## config.mk

```make
export PLATFORM = sky130hd
export DESIGN_NAME = serial_duplex_target_flat
export DESIGN_NICKNAME = d
export VERILOG_FILES = /design/src/rtl/serial_pkg.sv /design/src/rtl/serial_duplex_target_if.sv /design/src/rtl/serial_duplex_target.sv /design/src/flat_wrapper.sv
export SDC_FILE = /design/constraint.sdc
export NUM_CORES = 1
export LEC_CHECK = 0
export CAP_MARGIN = 40
export CELL_PAD_IN_SITES_DETAIL_PLACEMENT = 0
export CELL_PAD_IN_SITES_GLOBAL_PLACEMENT = 1
export CORE_MARGIN = 4
export CORE_UTILIZATION = 44
export CTS_BUF_LIST = sky130_fd_sc_hd__clkbuf_8 sky130_fd_sc_hd__clkbuf_16
export DETAILED_ROUTE_END_ITERATION = 10
export GPL_ROUTABILITY_DRIVEN = 0
export MAX_ROUTING_LAYER = met4
export PLACE_DENSITY = 0.85
export SYNTH_ARGS = -nofsm -noshare
export SYNTH_HDL_FRONTEND = slang
export SYNTH_SLANG_ARGS = --single-unit
```

## constraint.sdc

```tcl
create_clock -name serial_clk -period 1.88 [get_ports serial_clk]
set_input_delay 0.188 -clock serial_clk [delete_from_list [all_inputs] [get_ports serial_clk]]
set_output_delay 0.188 -clock serial_clk [all_outputs]
set_load 0.02 [all_outputs]
```

## src/rtl/serial_pkg.sv

```systemverilog
//============================================================================
// Module   : serial_pkg
// Brief    : Shared state type and bit-ordering helper for the serial link.
// Revision : 1.0 - initial release
//============================================================================
`default_nettype none

package serial_pkg;

    typedef enum logic [0:0] {
        ST_IDLE  = 1'b0,
        ST_SHIFT = 1'b1
    } serial_state_t;

    // Maps the position within a word to the shifter bit carried on the line.
    function automatic int unsigned bit_index(
        input int unsigned ctr,
        input int unsigned bits,
        input logic        lowbit_first
    );
        return lowbit_first ? ctr : (bits - 32'd1 - ctr);
    endfunction

endpackage

`default_nettype wire

```

## src/rtl/serial_duplex_target_if.sv

```systemverilog
//============================================================================
// Module   : serial_duplex_target_if
// Brief    : Parallel word exchange between the serial target and the fabric.
// Revision : 1.0 - initial release
//============================================================================
`default_nettype none

interface serial_duplex_target_if #(
    parameter int BITS = 8
);
    logic [BITS-1:0] in_tx_data;
    logic            in_tx_valid;
    logic            out_tx_ready;
    logic [BITS-1:0] out_rx_data;
    logic            out_rx_valid;

    modport master (
        output in_tx_data,
        output in_tx_valid,
        input  out_tx_ready,
        input  out_rx_data,
        input  out_rx_valid
    );

    modport slave (
        input  in_tx_data,
        input  in_tx_valid,
        output out_tx_ready,
        output out_rx_data,
        output out_rx_valid
    );
endinterface

`default_nettype wire

```

## src/rtl/serial_duplex_target.sv

```systemverilog
//============================================================================
// Module   : serial_duplex_target
// Brief    : Full-duplex serial target clocked by the initiator's serial clock.
// Revision : 1.0 - initial release
//============================================================================
`default_nettype none

module serial_duplex_target
    import serial_pkg::*;
#(
    parameter int              BITS                 = 8,
    parameter logic            LOWBIT_FIRST         = 1'b1,
    parameter logic            SERIAL_DATA_INACTIVE = 1'b1,
    parameter logic [BITS-1:0] TX_IDLE_WORD         = '1
) (
    input  logic                 serial_clk,
    input  logic                 in_rst,
    input  logic                 in_enable,
    input  logic                 in_serial,
    output logic                 out_serial,
    output logic                 out_word_next,
    output logic                 out_underrun,
    input  logic                 in_clear_status,
    serial_duplex_target_if.slave bus
);

    localparam int                 c_CTR_W = $clog2(BITS) + 1;
    localparam int                 c_IDX_W = $clog2(BITS);
    localparam logic [c_CTR_W-1:0] c_LAST  = c_CTR_W'(BITS - 1);

    serial_state_t      r_state;
    serial_state_t      w_state_next;
    logic [c_CTR_W-1:0] r_bit_ctr;
    logic [c_CTR_W-1:0] w_bit_ctr_next;
    logic [c_IDX_W-1:0] w_idx;
    logic               w_last;
    logic               w_load;
    logic               w_shift;
    logic               w_write;

    logic [BITS-1:0]    r_tx_shift;
    logic [BITS-1:0]    r_rx_shift;
    logic [BITS-1:0]    w_rx_word;
    logic [BITS-1:0]    r_hold_data;
    logic               r_hold_full;
    logic [BITS-1:0]    r_rx_data;
    logic               r_rx_valid;
    logic               r_underrun;

    assign w_idx   = c_IDX_W'(bit_index(32'(r_bit_ctr), BITS, LOWBIT_FIRST));
    assign w_last  = (r_state == ST_SHIFT) && (r_bit_ctr == c_LAST);
    assign w_write = bus.in_tx_valid && !r_hold_full;

    always_comb begin
        w_state_next   = r_state;
        w_bit_ctr_next = r_bit_ctr;
        w_load         = 1'b0;
        w_shift        = 1'b0;
        case (r_state)
            ST_IDLE: begin
                w_bit_ctr_next = '0;
                if (in_enable) begin
                    w_state_next = ST_SHIFT;
                    w_load       = 1'b1;
                end
            end
            ST_SHIFT: begin
                if (!in_enable) begin
                    w_state_next   = ST_IDLE;
                    w_bit_ctr_next = '0;
                end else begin
                    w_shift = 1'b1;
                    // Word boundary reloads immediately so words run back to back.
                    if (w_last) begin
                        w_bit_ctr_next = '0;
                        w_load         = 1'b1;
                    end else begin
                        w_bit_ctr_next = r_bit_ctr + c_CTR_W'(1);
                    end
                end
            end
            default: begin
                w_state_next   = ST_IDLE;
                w_bit_ctr_next = '0;
            end
        endcase
    end

    always_ff @(posedge serial_clk or posedge in_rst) begin
        if (in_rst) begin
            r_state   <= ST_IDLE;
            r_bit_ctr <= '0;
        end else begin
            r_state   <= w_state_next;
            r_bit_ctr <= w_bit_ctr_next;
        end
    end

    // Completed word must include the bit arriving on this very edge.
    always_comb begin
        w_rx_word        = r_rx_shift;
        w_rx_word[w_idx] = in_serial;
    end

    always_ff @(posedge serial_clk or posedge in_rst) begin
        if (in_rst) begin
            r_tx_shift  <= '0;
            r_rx_shift  <= '0;
            r_hold_data <= '0;
            r_hold_full <= 1'b0;
            r_rx_data   <= '0;
            r_rx_valid  <= 1'b0;
            r_underrun  <= 1'b0;
        end else begin
            r_rx_valid <= w_shift && w_last;
            if (w_shift) begin
                r_rx_shift <= w_rx_word;
            end
            if (w_shift && w_last) begin
                r_rx_data <= w_rx_word;
            end
            if (w_load) begin
                r_tx_shift <= r_hold_full ? r_hold_data : TX_IDLE_WORD;
            end
            // A load of a full register wins over a same-edge write attempt.
            if (w_load && r_hold_full) begin
                r_hold_full <= 1'b0;
            end else if (w_write) begin
                r_hold_full <= 1'b1;
            end
            if (w_write) begin
                r_hold_data <= bus.in_tx_data;
            end
            if (in_clear_status) begin
                r_underrun <= 1'b0;
            end else if (w_load && !r_hold_full) begin
                r_underrun <= 1'b1;
            end
        end
    end

    assign out_serial       = (r_state == ST_SHIFT) ? r_tx_shift[w_idx] : SERIAL_DATA_INACTIVE;
    assign out_word_next    = w_last;
    assign out_underrun     = r_underrun;
    assign bus.out_tx_ready = !r_hold_full;
    assign bus.out_rx_data  = r_rx_data;
    assign bus.out_rx_valid = r_rx_valid;

endmodule

`default_nettype wire

```

## src/flat_wrapper.sv

```systemverilog
// flat-port wrapper written by rule: the top's interface ports become plain ports
module serial_duplex_target_flat import serial_pkg::*;
#(
    parameter int              BITS                 = 8,
    parameter logic            LOWBIT_FIRST         = 1'b1,
    parameter logic            SERIAL_DATA_INACTIVE = 1'b1,
    parameter logic [BITS-1:0] TX_IDLE_WORD         = '1
)
  (serial_clk, in_rst, in_enable, in_serial, out_serial, out_word_next, out_underrun, in_clear_status, bus_in_tx_data, bus_in_tx_valid, bus_out_tx_ready, bus_out_rx_data, bus_out_rx_valid);
  serial_duplex_target_if #(.BITS(BITS)) bus_i ();
  input  logic serial_clk;
  input  logic in_rst;
  input  logic in_enable;
  input  logic in_serial;
  output logic out_serial;
  output logic out_word_next;
  output logic out_underrun;
  input  logic in_clear_status;
  input wire logic [$bits(bus_i.in_tx_data)-1:0] bus_in_tx_data;
  input wire logic [$bits(bus_i.in_tx_valid)-1:0] bus_in_tx_valid;
  output wire logic [$bits(bus_i.out_tx_ready)-1:0] bus_out_tx_ready;
  output wire logic [$bits(bus_i.out_rx_data)-1:0] bus_out_rx_data;
  output wire logic [$bits(bus_i.out_rx_valid)-1:0] bus_out_rx_valid;
  assign bus_i.in_tx_data = bus_in_tx_data;
  assign bus_i.in_tx_valid = bus_in_tx_valid;
  assign bus_out_tx_ready = bus_i.out_tx_ready;
  assign bus_out_rx_data = bus_i.out_rx_data;
  assign bus_out_rx_valid = bus_i.out_rx_valid;
  serial_duplex_target #(.BITS(BITS), .LOWBIT_FIRST(LOWBIT_FIRST), .SERIAL_DATA_INACTIVE(SERIAL_DATA_INACTIVE), .TX_IDLE_WORD(TX_IDLE_WORD)) u_core (.serial_clk(serial_clk), .in_rst(in_rst), .in_enable(in_enable), .in_serial(in_serial), .out_serial(out_serial), .out_word_next(out_word_next), .out_underrun(out_underrun), .in_clear_status(in_clear_status), .bus(bus_i));
endmodule
```

## Word level (Yosys, flattened, before mapping)

Index checks and enable logic that the tools add are counted.
W data, S select, Z words.

| storage, ports and cells | value |
|---|---|
| flip-flop bits (word level) | 40 |
| bits of input ports | 14 |
| output and inout port bits | 13 |
| word-level logic and storage cells | 42 |

| cells by class | value |
|---|---|
| add/sub/neg operators | 1 |
| order comparisons | 2 |
| equality and inequality tests | 1 |
| multiplexer cells | 19 |
| bitwise operators | 1 |
| reductions and logical operators | 9 |

Operator list:

| operator | number |
|---|---|
| $mux W1 | 11 |
| $bwmux W8 | 1 |
| $mux W4 | 2 |
| $mux W8 | 1 |
| $pmux W4 S2 | 1 |
| $logic_and A1 B1 Y1 | 6 |
| $add A4 B1 Y4 const B | 1 |
| $eq A4 B3 Y1 const B | 1 |
| $lt A3 B4 Y1 const B | 1 |
| $reduce_bool A2 Y1 | 2 |
| $bmux W1 S3 | 1 |
| $demux W1 S3 | 1 |
| $ge A3 B1 Y1 const B | 1 |
| $pmux W1 S2 | 1 |
| $logic_not A1 Y1 | 1 |
| $not A1 Y1 | 1 |

## Logic depth before layout (Yosys ltp)

Gate-level depths: netlist of the first run.

| logic depth | value |
|---|---|
| depth in word-level cells | 8 |
| mapped depth | 5 |
| depth with buffers taken out | 4 |

## Least setup slack after synthesis of the first run

OpenSTA, ideal clock, no wires.

| timing | value |
|---|---|
| kind | reg2reg |
| from | register u_core.r_bit_ctr[0] |
| to | register u_core.r_tx_shift[0] |
| setup time | 125 ps |
| data arrival time | 1366 ps |
| data required time | 1755 ps |
| setup slack | 389 ps |
| cell stages (with the launch flop) | 5 |
| buffers on the path | 0 |
| period minus slack after synthesis | 1491 ps |
| path through | dfrtp_1 -> ha_1 -> nand3b_4 -> a21boi_4 -> mux2_2 |

| on the way | value |
|---|---|
| cells in the longest elaborated chain, start to end | 5 |

Ends and longest elaborated chain:

| item | line | text |
|---|---|---|
| start: declaration | serial_duplex_target.sv:33 | `logic [c_CTR_W-1:0] r_bit_ctr;` |
| start signal: assignment | serial_duplex_target.sv:95 | `r_bit_ctr <= w_bit_ctr_next;` |
| $eq A4 B3 Y1 | serial_duplex_target.sv:51 | `assign w_last = (r_state == ST_SHIFT) && (r_bit_ctr == c_LAST);` |
| $logic_and A1 B1 Y1 | serial_duplex_target.sv:51 |  |
| $mux W1 | serial_duplex_target.sv:74 | `if (w_last) begin` |
| $mux W1 | serial_duplex_target.sv:68 | `if (!in_enable) begin` |
| $pmux W1 S2 | serial_duplex_target.sv:59 | `case (r_state)` |
| end signal: assignment | serial_duplex_target.sv:123 | `r_tx_shift <= r_hold_full ? r_hold_data : TX_IDLE_WORD;` |
| end: declaration | serial_duplex_target.sv:41 | `logic [BITS-1:0] r_tx_shift;` |

No other way between the ends.
A chain may end at the register's enable or synchronous reset.

## Worst setup path after layout of the first run

| timing | value |
|---|---|
| from | register u_core.r_bit_ctr[2] |
| to | output port out_word_next |

| on the way | value |
|---|---|
| cells in the longest elaborated chain, start to end | 2 |

Ends and longest elaborated chain:

| item | line | text |
|---|---|---|
| $eq A4 B3 Y1 | serial_duplex_target.sv:51 |  |
| $logic_and A1 B1 Y1 | serial_duplex_target.sv:51 |  |
| end: declaration | flat_wrapper.sv:16 | `output logic out_word_next;` |

No other way between the ends.

==> impl_metrics.tcl, run 1 <==
set metrics [dict create \
    nFillCells 372 \
    fin_total_pwr_uw 2200 \
    timing.fmax_mhz 567 \
    slew_viol_final 0 \
    cp_data_required_time_ns 1.69 \
    criticalPathCategory "flop to primary output" \
    reg2reg_depth 5 \
    finalWirelength_um 3640 \
    dieArea_sq_mm 0.00559 \
    fin_area_sq_mm 0.00238 \
    drtIter0Drc 69 \
    dp_hpwl_um 2550 \
    syn-instance-count 149 \
    drc 0 \
    area_growth_pct 21.4 \
    powerDensity_mw_per_mm2 924 \
    p_leak_uw 0.00106 \
    cts_buffers 5 \
    clk_pin_slew_ns 0.08 \
    place_area_sq_mm 0.00227 \
    grt_pass1_vias 1326 \
    hold_viol 0 \
    diodes 0 \
    setup-tns-final_ns 0 \
    drv_cap 0 \
    wl_per_cell_um 15.6 \
    crit_path_start_kind "flop" \
    most-common-layout-cells "dfrtp_1 (37), mux2_2 (33), clkdlybuf4s50_1 (24)" \
    avgSynthCellArea_sq_um 13.2 \
    die_w_um 74.8 \
    rsz0062_at_grt "false" \
    synth_largest_area_cell "dfrtp_1" \
    design.core.area_sq_mm 0.00432 \
    grt_pass1_wl_um 6330 \
    syn-cell-area_sq_mm 0.00196 \
    insertion_delay_ns 0.29 \
    setup-violations-final 0 \
    fin_crit_sh 0.937 \
    status "finished, final reports clean" \
    seq_area_frac_synth 0.510 \
    cts_tree "built" \
    ios 27 \
    ant_nets 0 \
    synth_area_leaders "dfrtp_1 (51%), mux2_2 (19%), nand2b_1 (3.5%), mux2_4 (3.1%), buf_6 (2.3%)" \
    synth_cell_types 36 \
    crit_path_end_kind "primary output" \
    cts_sinks 40 \
    final_common_cell "dfrtp_1" \
    clockBufferDepth 2 \
    start_util 0.454 \
    synth_warnings 0 \
    period_minus_slack_ns 1.76 \
    cts_root_buffer "clkbuf_8" \
    arrival_ns 1.57 \
    h-tree-depth 2 \
    rows 24 \
    drive_gt1_frac 0.337 \
    numPortBuffers 26 \
    syn_nets 164 \
    ys_ff_latch 40 \
    slew-limit-headroom 0.659 \
    antenna_found_initial 0 \
    die_h_um 74.8 \
    tightest_slew_ns 0.511 \
    fin_nets 195 \
    netlist.area_leader.share 0.510 \
    grt-ovfl-total 0 \
    min_path_type "input pin to async pin" \
    fin_skew_ns 0.00725 \
    vias_per_cell 5.27 \
    grt_max_degree 41 \
    vdd_drop_max_uv 615 \
    dr.pass1.iters 4 \
    track_usage 0.157 \
    crit_fanout 16 \
    vias 1227 \
]
power breakdown:
group	switching, uW	internal [uW]	total (uW)
clock	293	393	685
sequential	103	1020	1120
combinational	155	238	394
total	551	1650	2200
critical path, cell delays in order (launching register included):
cell and delay, ns:
dfrtp_2 0.42, buf_6 0.19, nand2_1 0.09, nor2_1 0.15, and2_1 0.14, clkdlybuf4s15_1 0.29
worst paths after layout:
path	from	to	slack [ns]
worst max register to register	u_core.r_bit_ctr[1]	u_core.r_tx_shift[3]	0.12
max in group asynchronous	in_rst	u_core.r_bit_ctr[2]	1.18
worst max-delay path	u_core.r_bit_ctr[2]	out_word_next	0.12
worst min register to register	u_core.r_hold_data[5]	u_core.r_hold_data[5]	0.50
min in group serial_clk	u_core.r_hold_data[5]	u_core.r_hold_data[5]	0.50
worst min-delay path	in_rst	u_core.r_bit_ctr[1]	0.31
cell type report:
class | instances | area [sq um] | share of cell area
flip-flops and latches | 40 | 1000 | 0.422
multi-input cells | 97 | 877 | 0.368
repair buffers | 33 | 312 | 0.131
clock buffers | 5 | 68.8 | 0.0289
well taps | 52 | 65.1 | 0.0273
clock inverters | 3 | 42.5 | 0.0179
inverters | 3 | 11.3 | 0.00473
through the flow:
step           hold slack, ns  utilization  std cells  worst slack [ns]
6_report                0.310        0.551        233             0.118
5_1_grt                 0.369        0.551        233           0.00586
4_1_cts                 0.327        0.552        233            0.0163
3_5_place_dp            0.487        0.524        225            0.0144
3_3_place_gp            0.483        0.524        225            0.0602
2_1_floorplan           0.219            -        149             0.389
layer usage:
layer	vias up	wire length [um]	GRT usage
li1	580	-	-
met1	615	1560	0.187
met2	24	1870	0.256
met3	8	132	0.0401
met4	0	71	0.0593
met5	-	0	-
sequential cells by signal, summed over array words and instances (netlist names):
| name | cells |
|---|---|
| u_core.bus.out_rx_data | 8 |
| u_core.bus.out_rx_valid | 1 |
| u_core.out_underrun | 1 |
| u_core.r_bit_ctr | 4 |
| u_core.r_hold_data | 8 |
| u_core.r_hold_full | 1 |
| u_core.r_rx_shift | 8 |
| u_core.r_state | 1 |
| u_core.r_tx_shift | 8 |
cell usage after synthesis:
| cell type | count |
|---|---|
| a21oi_1 | 1 |
| and2_1 | 1 |
| nand2_1 | 3 |
| mux2_1 | 3 |
| dfrtp_1 | 40 |
| ha_1 | 1 |
| xnor2_1 | 1 |
| and3_1 | 1 |
| mux2_2 | 33 |
| nand3b_1 | 4 |
| inv_1 | 3 |
| nor4_1 | 1 |
| nor2_1 | 6 |
| nand4b_1 | 1 |
| clkbuf_1 | 2 |
| o21ai_0 | 2 |
| o311ai_0 | 1 |
| nor2_8 | 1 |
| a221o_1 | 1 |
| buf_6 | 4 |
| mux2i_1 | 2 |
| nor2b_1 | 1 |
| mux2_4 | 4 |
| nand2_2 | 1 |
| buf_2 | 1 |
| buf_4 | 2 |
| nor3b_1 | 3 |
| a21boi_4 | 1 |
| o21bai_1 | 1 |
| nand3_1 | 2 |
| nor3_1 | 6 |
| or3b_1 | 1 |
| nand3b_4 | 1 |
| a22o_1 | 1 |
| nand2b_1 | 11 |
| nand3_4 | 1 |
kinds of logic (layout without fill, tap and decap cells):
kind of cell	after synthesis	in the layout	share of synthesized area
adders and majority gates	1	1	0.00638
xor gates and xnor gates	1	1	0.00447
muxes	42	42	0.247
DFF	40	40	0.510
buffers and inverters	12	44	0.0427
and+or+nand+nor	45	45	0.154
AOI/OAI and AO/OA	8	8	0.0351
timing repair:
item                                    in CTS  in global routing
resized for setup                            7                  2
endpoints found under the setup margin       2                  2
hold buffers                                 0                  0
buffers inserted                             0                  0
(Power assumes the default switching activity.)
==> run 2: changes to the inputs <==
- CORE_MARGIN: 4 -> 2
==> impl_metrics.tcl, run 2 (synthesized netlist as in run 1, its figures left out) <==
set metrics [dict create \
    rsz0062_at_grt "false" \
    most-common-layout-cells "dfrtp_1 (37), mux2_2 (33), clkdlybuf4s50_1 (24)" \
    drive_gt1_frac 0.339 \
    track_usage 0.162 \
    ios 27 \
    crit_path_start_kind "flop" \
    die_w_um 70.8 \
    design.core.area_sq_mm 0.00432 \
    cts_root_buffer "clkbuf_8" \
    clockBufferDepth 2 \
    hold_viol 0 \
    switchingPower_uw 517 \
    grt_pass1_vias 1333 \
    fin_total_pwr_uw 2100 \
    min_path_type "input pin to async pin" \
    crit_path_end_kind "primary output" \
    combPwrFrac 0.188 \
    switching_share 0.246 \
    crit_chain "mux2i_1 -> o21ai_0 -> a221o_1 -> clkdlybuf4s15_2" \
    h-tree-depth 2 \
    clk_pin_slew_ns 0.07 \
    rows 24 \
    ant_nets 0 \
    start_util 0.454 \
    slew-limit-headroom 0.674 \
    internal-power_uw 1590 \
    cts_sinks 40 \
    die_h_um 70.8 \
    slowest_delay_ns 0.43 \
    grt-ovfl-total 0 \
    tightest_slew_ns 0.490 \
    finalWirelength_um 3490 \
    slew_viol_final 0 \
    crit_path_top_delay_cell "dfrtp_2" \
    cts_hold_buf 0 \
    cp_data_required_time_ns 1.69 \
    crit_fanout 6 \
    cts_tree "built" \
    drtIter0Drc 47 \
    place_area_sq_mm 0.00227 \
    dp.cells 225 \
    dieArea_sq_mm 0.00501 \
    diodes 0 \
    fin_area_sq_mm 0.00237 \
    grt_max_degree 41 \
    vias 1209 \
    grt_pass1_wl_um 6220 \
    cts_setup_buffers 0 \
    wl_per_cell_um 15.0 \
    powerDensity_mw_per_mm2 889 \
    area_growth_pct 20.7 \
    pwr-share-clk 0.281 \
    rrSetupSlack_ns 0.16 \
    dp_hpwl_um 2580 \
    drc 0 \
    dr.pass1.iters 4 \
    vias_per_cell 5.21 \
    seqPwrFrac 0.531 \
    whs_ns 0.322 \
    antenna_found_initial 0 \
    cts_buffers 5 \
    fin_crit_sh 0.939 \
    final_common_cell "dfrtp_1" \
    criticalPathCategory "flop to primary output" \
    period_minus_slack_ns 1.77 \
    insertion_delay_ns 0.28 \
    vdd_drop_max_uv 627 \
    stdcell_count 232 \
    timing.fmax_mhz 566 \
    arrival_ns 1.58 \
    setup-violations-final 0 \
    status "finished, final reports clean" \
    cp_num_buf_inv 1 \
    fin_skew_ns 0.00376 \
    fin_nets 195 \
    drv_cap 0 \
    cpLargestDelayFamily "flip-flops" \
    numPortBuffers 26 \
    p_leak_uw 0.00106 \
    utilization 0.547 \
]
==> run 2: per-stage QoR <==
step | setup TNS [ns] | setup slack, ns
after floorplan | 0 | 0.389
after CTS | 0 | 0.0421
after global routing | 0 | 0.0299
final | 0 | 0.114
after global placement | 0 | 0.0714
after detailed placement | -0.0257 | -0.0229
==> run 2: cell type report <==
type / instances / area [sq um]
Clock buffer: 7 / 96.3
Fill cell: 388 / 1960
Inverter: 3 / 11.3
Multi-Input combinational cell: 97 / 877
Sequential cell: 40 / 1000
Tap cell: 52 / 65.1
Timing Repair Buffer: 33 / 313
==> run 2: worst paths after layout <==
path                                        from               endpoint  depth (start not counted)
min reg2reg                u_core.r_hold_data[5]  u_core.r_hold_data[5]                          1
max in group asynchronous                 in_rst    u_core.r_bit_ctr[1]                          3
max reg2reg                  u_core.r_bit_ctr[1]   u_core.r_tx_shift[1]                          5
max                          u_core.r_bit_ctr[2]             out_serial                          4
min in group serial_clk    u_core.r_hold_data[5]  u_core.r_hold_data[5]                          1
min                                       in_rst   u_core.r_rx_shift[4]                          3
==> run 2: timing repair <==
item                       4_1_cts  5_1_grt
setup endpoints to repair        2        2
gates resized for setup          8        3
gates cloned                     0        0
==> run 2: power groups by stage <==
stage               Sequential [uW]  Clock (uW)  Combinational [uW]
finish                         1120         592                 396
global route                   1140         656                 437
CTS                            1120         613                 404
detailed placement             1140           0                 405
global placement               1130           0                 380
floorplan                      1090           0                 311
==> run 2: layer usage <==
layer  track usage  vias up  share of wire
met3        0.0299        5          0.026
li1              -      584              -
met1         0.198      604           0.43
met2         0.268       16           0.53
met5             -        -              0
met4        0.0629        0          0.015
==> run 2: worst register-to-register path, cell delays in order (launching register included) <==
cell and delay (ns):
dfrtp_2 0.44, ha_1 0.19, buf_4 0.13, nand3b_4 0.12, a21boi_4 0.35, mux2_2 0.39
